<file path="config.mk">
export PLATFORM = sky130hd
export DESIGN_NAME = maze_env
export DESIGN_NICKNAME = d
export VERILOG_FILES = /design/src/rtl/maze_pkg.sv /design/src/rtl/maze_move.sv /design/src/rtl/maze_env.sv
export SDC_FILE = /design/constraint.sdc
export NUM_CORES = 1
export LEC_CHECK = 0
export CAP_MARGIN = 20
export CORE_MARGIN = 8
export CORE_UTILIZATION = 51
export DETAILED_ROUTE_END_ITERATION = 10
export HOLD_SLACK_MARGIN = 0.12
export PLACE_DENSITY = 0.79
export SLEW_MARGIN = 20
export SYNTH_ARGS = -nofsm -noshare
export SYNTH_HDL_FRONTEND = slang
export SYNTH_HIERARCHICAL = 1
export SYNTH_SLANG_ARGS = --single-unit
</file>
<file path="constraint.sdc">
create_clock -name clk -period 6.3 [get_ports clk]
set_input_delay 1.26 -clock clk [delete_from_list [all_inputs] [get_ports clk]]
set_output_delay 1.26 -clock clk [all_outputs]
set_load 0.02 [all_outputs]
</file>
<file path="src/rtl/maze_pkg.sv">
// Shared types and defaults for the grid-world environment engine.
package maze_pkg;

    typedef enum logic [1:0] {
        ACT_UP    = 2'd0,
        ACT_RIGHT = 2'd1,
        ACT_DOWN  = 2'd2,
        ACT_LEFT  = 2'd3
    } action_e;

    typedef enum logic [1:0] {
        ST_IDLE    = 2'd0,
        ST_READY   = 2'd1,
        ST_RESP    = 2'd2,
        ST_RESTART = 2'd3
    } fsm_e;

    localparam int DEF_R_GOAL    = 100;
    localparam int DEF_R_TRAP    = -100;
    localparam int DEF_R_TIMEOUT = -50;

    // Default 5x5 trap layout: states 3,4,7,13,14,17,19,22 (bit i = state i+1)
    localparam int unsigned DEF_CELLS = 25;
    localparam logic [DEF_CELLS-1:0] DEF_TRAP_MASK = 25'h025304C;

    // Register width able to hold an index in [0, n-1]
    function automatic int unsigned idx_width(input int unsigned n);
        return (n > 1) ? $clog2(n) : 1;
    endfunction

endpackage

</file>
<file path="src/rtl/maze_move.sv">
// Combinational single-step move on the grid: row/col update with wall clamp
// and the resulting 1-based row-major state number.
module maze_move
    import maze_pkg::*;
#(
    parameter int unsigned ROWS = 5,
    parameter int unsigned COLS = 5,
    parameter int unsigned SW   = 6,
    parameter int unsigned RWD  = idx_width(ROWS),
    parameter int unsigned CWD  = idx_width(COLS)
) (
    input  logic [RWD-1:0] row,
    input  logic [CWD-1:0] col,
    input  logic [1:0]     action,
    output logic [RWD-1:0] new_row_c,
    output logic [CWD-1:0] new_col_c,
    output logic [SW-1:0]  new_state_c
);

    // Off-grid moves leave the coordinate unchanged
    always_comb begin
        new_row_c = row;
        new_col_c = col;
        case (action_e'(action))
            ACT_UP:    if (row != '0)               new_row_c = row - RWD'(1);
            ACT_RIGHT: if (col != CWD'(COLS - 1))   new_col_c = col + CWD'(1);
            ACT_DOWN:  if (row != RWD'(ROWS - 1))   new_row_c = row + RWD'(1);
            ACT_LEFT:  if (col != '0)               new_col_c = col - CWD'(1);
            default:   ;
        endcase
    end

    assign new_state_c = SW'(new_row_c) * SW'(COLS) + SW'(new_col_c) + SW'(1);

endmodule

</file>
<file path="src/rtl/maze_env.sv">
// Grid-world environment engine: accepts one action per handshake, returns
// next state, signed reward and terminal flag, and restarts episodes itself.
module maze_env
    import maze_pkg::*;
#(
    parameter int unsigned ROWS      = 5,
    parameter int unsigned COLS      = 5,
    parameter int unsigned SW        = 6,
    parameter int unsigned RW        = 16,
    parameter int unsigned STW       = 8,
    parameter int unsigned EPW       = 16,
    parameter int unsigned MAX_STEPS = 15,
    parameter int unsigned START     = 1,
    parameter int unsigned GOAL      = 25,
    parameter logic [ROWS*COLS-1:0] TRAP_MASK = (ROWS*COLS)'(DEF_TRAP_MASK),
    parameter int          R_GOAL    = DEF_R_GOAL,
    parameter int          R_TRAP    = DEF_R_TRAP,
    parameter int          R_TIMEOUT = DEF_R_TIMEOUT
) (
    input  logic           clk,
    input  logic           rst_n,
    input  logic           en,
    input  logic           act_valid,
    output logic           act_ready,
    input  logic [1:0]     action,
    output logic [SW-1:0]  state,
    output logic           res_valid,
    output logic [SW-1:0]  next_state,
    output logic [RW-1:0]  reward,
    output logic           done,
    output logic [STW-1:0] step_count,
    output logic [EPW-1:0] episode_count
);

    localparam int unsigned RWD    = idx_width(ROWS);
    localparam int unsigned CWD    = idx_width(COLS);
    localparam int unsigned NSTATE = 1 << SW;

    localparam logic [RWD-1:0] START_ROW = RWD'((START - 1) / COLS);
    localparam logic [CWD-1:0] START_COL = CWD'((START - 1) % COLS);
    localparam logic [SW-1:0]  START_ST  = SW'(START);
    localparam logic [SW-1:0]  GOAL_ST   = SW'(GOAL);

    // Trap bit indexed directly by the 1-based state number
    localparam logic [NSTATE-1:0] TRAP_BY_STATE = NSTATE'({TRAP_MASK, 1'b0});

    localparam logic [RW-1:0] RWD_GOAL    = RW'(R_GOAL);
    localparam logic [RW-1:0] RWD_TRAP    = RW'(R_TRAP);
    localparam logic [RW-1:0] RWD_TIMEOUT = RW'(R_TIMEOUT);

    fsm_e           fsm_q, fsm_d;
    logic [RWD-1:0] row_q;
    logic [CWD-1:0] col_q;
    logic [RWD-1:0] mv_row;
    logic [CWD-1:0] mv_col;
    logic [SW-1:0]  mv_state;
    logic [STW-1:0] step_inc;
    logic           accept;
    logic           goal_hit, timeout_hit, trap_hit;
    logic [RW-1:0]  res_reward;
    logic           res_done;

    maze_move #(
        .ROWS (ROWS),
        .COLS (COLS),
        .SW   (SW),
        .RWD  (RWD),
        .CWD  (CWD)
    ) u_move (
        .row         (row_q),
        .col         (col_q),
        .action      (action),
        .new_row_c   (mv_row),
        .new_col_c   (mv_col),
        .new_state_c (mv_state)
    );

    // Handshake must follow en in the same cycle, so this one is combinational
    assign act_ready = (fsm_q == ST_READY) && en;
    assign accept    = act_ready && act_valid;

    always_ff @(posedge clk or negedge rst_n) begin
        if (!rst_n) begin
            fsm_q <= ST_IDLE;
        end else begin
            fsm_q <= fsm_d;
        end
    end

    always_comb begin
        fsm_d = fsm_q;
        case (fsm_q)
            ST_IDLE: begin
                if (en) fsm_d = ST_READY;
            end
            ST_READY: begin
                if (!en)         fsm_d = ST_IDLE;
                else if (accept) fsm_d = ST_RESP;
            end
            ST_RESP:    fsm_d = done ? ST_RESTART : ST_READY;
            ST_RESTART: fsm_d = ST_READY;
            default:    fsm_d = ST_IDLE;
        endcase
    end

    // Reward priority: goal, then step budget, then trap
    always_comb begin
        step_inc    = step_count + STW'(1);
        goal_hit    = (mv_state == GOAL_ST);
        timeout_hit = (step_inc == STW'(MAX_STEPS));
        trap_hit    = TRAP_BY_STATE[mv_state];
        res_reward  = '0;
        res_done    = 1'b0;
        if (goal_hit) begin
            res_reward = RWD_GOAL;
            res_done   = 1'b1;
        end else if (timeout_hit) begin
            res_reward = RWD_TIMEOUT;
            res_done   = 1'b1;
        end else if (trap_hit) begin
            res_reward = RWD_TRAP;
            res_done   = 1'b1;
        end
    end

    always_ff @(posedge clk or negedge rst_n) begin
        if (!rst_n) begin
            row_q         <= START_ROW;
            col_q         <= START_COL;
            state         <= START_ST;
            next_state    <= START_ST;
            reward        <= '0;
            done          <= 1'b0;
            res_valid     <= 1'b0;
            step_count    <= '0;
            episode_count <= '0;
        end else begin
            res_valid <= accept;
            if (accept) begin
                row_q      <= mv_row;
                col_q      <= mv_col;
                state      <= mv_state;
                next_state <= mv_state;
                reward     <= res_reward;
                done       <= res_done;
                step_count <= step_inc;
            end
            if (fsm_q == ST_RESTART) begin
                row_q         <= START_ROW;
                col_q         <= START_COL;
                state         <= START_ST;
                step_count    <= '0;
                episode_count <= episode_count + EPW'(1);
            end
        end
    end

endmodule
</file>
==> flow_metrics.tcl <==
set metrics [dict create \
    multi_input_area_um2 1500 \
    worst_setup_path_start_kind "input pin" \
    seq_area_um2 1280 \
    num_vias 2292 \
    core_area_um2 5780 \
    setup_violations 0 \
    post_dp_cell_area_um2 3560 \
    setup_tns_ns 0 \
    finalHoldViolations 0 \
    vias_per_cell 5.20 \
    nets 397 \
    hp-class "flop to flop" \
    antennaDiodeCount 0 \
    ys_seq_elements 51 \
    clk_path_buf_depth 2 \
    hold_buffers 0 \
    layout_setup_ws_ns 1.27 \
    crit_type "input pin to flop" \
    p_per_area_nw_per_um2 493 \
    syn-instance-count 319 \
    grt_max_degree 34 \
    rsz0062_at_grt "false" \
    maxCapViolations 0 \
    ys_async_sr_fraction_pct 100 \
    drc 0 \
    synth-main-ff-cell "dfrtp_1" \
    power_leakage_nw 1.66 \
    fp-row-count 28 \
    drt_first_iter_violations 126 \
    dpl_worst_slack_ns 1.04 \
    fp.dieArea_um2 8570 \
    synth_nets 351 \
    synthTopCellsByArea "dfrtp_1, ha_1, nand2_1" \
    boundaryPins 61 \
    final_util_pct 63.2 \
    n_fill_cell 491 \
    synth.distinct_cells 51 \
    synth_largest_area_cell "dfrtp_1" \
    yosys_warnings 6 \
    ys_seq_area_share_pct 42.8 \
    status "finished, final reports clean" \
    routabilityCongestion 0.795 \
    cts_sinks 51 \
    htree_num_levels 2 \
    tightestPinTransition_ns 0.999 \
    cp.arrival_ns 5.21 \
    avgSynthCellArea_um2 9.37 \
    wl_per_cell_um 14.5 \
    first_global_vias 2275 \
    syn_area_um2 2990 \
    grt_antenna_before_repair 0 \
    post-cts-setup-buffers 0 \
    grt-ovfl-total 0 \
    vdd_drop_max_mv 0.262 \
    period_needed_ns 5.03 \
    syn2layout_area_growth_pct 22.1 \
    slew_viol_final 0 \
    initial_utilization_pct 51.7 \
    clk_latency_ns 0.30 \
    crit_required_ns 6.48 \
    synth_edf_count 0 \
    worst-path-max-fanout 12 \
    final_layout_size_suffix_gt1_share_pct 4.92 \
    worst_setup_path_end_kind "flop" \
    cts_tree "done" \
    grt_usage_pct 14.9 \
    fin_area_um2 3650 \
    drtPass1Iterations 4 \
    synth_top_area_share_pct 41.0 \
    finalClockSkew_ns 0.00737 \
    ant_nets 0 \
    cts_buffers 5 \
    clk_pin_slew_worst_paths_ns 0.09 \
    grt_pass1_wl_mm 10.6 \
    fp.dieH_um 92.6 \
    dieWidth_um 92.6 \
    wirelength_mm 6.41 \
    relSlewSlack_pct 33.4 \
    cts_resized 0 \
    port_buffers 59 \
    hpwlAfterDp_mm 4.87 \
    period_share_pct 79.8 \
    clockRootBuffer "clkbuf_8" \
    total_power_mw 1.80 \
    fmax_mhz 199 \
]
[path summary, 6_finish.rpt]
path	startpoint	to	slack (ns)	cells past startpoint
max reg2reg	row_q[1]	reward[14]	2.11	14
min in group asynchronous	rst_n	episode_count[12]	0.90	1
min reg2reg	next_state[0]	next_state[0]	0.46	2
max	action[1]	reward[14]	1.27	13
max in group asynchronous	rst_n	next_state[0]	4.81	2
min	next_state[0]	next_state[0]	0.46	2
[flip-flops by register name (all words and copies together), names as in the netlist]
register,cells
reward,6
row_q,3
res_valid,1
col_q,3
step_count,8
next_state,6
fsm_q,2
episode_count,16
state,6
[Yosys cell counts, drive strengths merged (3+ instances only)]
cell    instances
nand2          54
dfrtp          49
a21oi          24
ha             24
inv            20
nor2           20
buf            17
xnor2          16
xor2           14
o21ai          12
nand3          10
clkbuf          5
nand4           5
nor2b           5
nor3            4
a21o            3
[layer usage]
metal / vias to the layer above / track usage (%) / share of wire (%)
met2: 40 / 26.2 / 50
met4: 0 / 4.03 / 1.1
met5: - / 0 / 0
li1: 1153 / - / -
met1: 1092 / 18.3 / 45
met3: 7 / 2.43 / 3.5
[power by group]
| group | internal [mW] | total [mW] | switching (mW) |
|---|---|---|---|
| Combinational | 0.481 | 1.10 | 0.615 |
| Sequential | 0.416 | 0.507 | 0.0905 |
| Clock | 0.0910 | 0.199 | 0.108 |
| Total | 0.988 | 1.80 | 0.813 |
[cells in the final DEF (no fill, tap or decap), drive strengths merged, types with 2 or more instances in the layout]
master / count
clkdlybuf4s50: 58
nand2: 54
dfrtp: 49
ha: 24
a21oi: 24
inv: 21
nor2: 20
xnor2: 16
xor2: 14
o21ai: 12
nand3: 10
clkbuf: 7
nand4: 5
nor2b: 5
nor3: 4
a21o: 3
buf: 3
nand4b: 2
or3: 2
o21a: 2
nor4: 2
and3: 2
dfstp: 2
a2bb2oi: 2
fa: 2
a221oi: 2
[through the flow]
step / hold WS [ns] / cells
after detailed placement: 0.451 / 433
after floorplan: 0.492 / 319
final: 0.464 / 441
after CTS: 0.465 / 441
after global placement: 0.450 / 432
after global routing: 0.500 / 441
[critical path: stages]
cell	delay (ns)
clkdlybuf4s50_1	0.62
nor3b_1	0.29
a21oi_1	0.06
o31ai_1	0.46
ha_1	0.32
ha_1	0.31
inv_1	0.07
fa_1	0.45
xnor2_1	0.41
nand4b_1	0.15
o21ai_0	0.34
inv_1	0.15
a221o_1	0.32
[cell families after synthesis]
family / synth area share (%)
other: 0.125
xor gates and xnor gates: 8.79
muxes: 0.711
AOI/OAI and AO/OA: 12.1
adders and majority gates: 11.4
DFF: 42.8
and+or+nand+nor: 16.9
buffers and inverters: 7.24
[final cells by class]
type,instances,share of cell area [%]
Timing Repair Buffer,61,16.8
Tap cell,75,2.57
Clock inverter,1,0.240
Inverter,20,2.06
Multi-Input combinational cell,226,41.0
Sequential cell,51,35.0
Clock buffer,7,2.36
No activity file was read; power rests on OpenSTA's default activity.
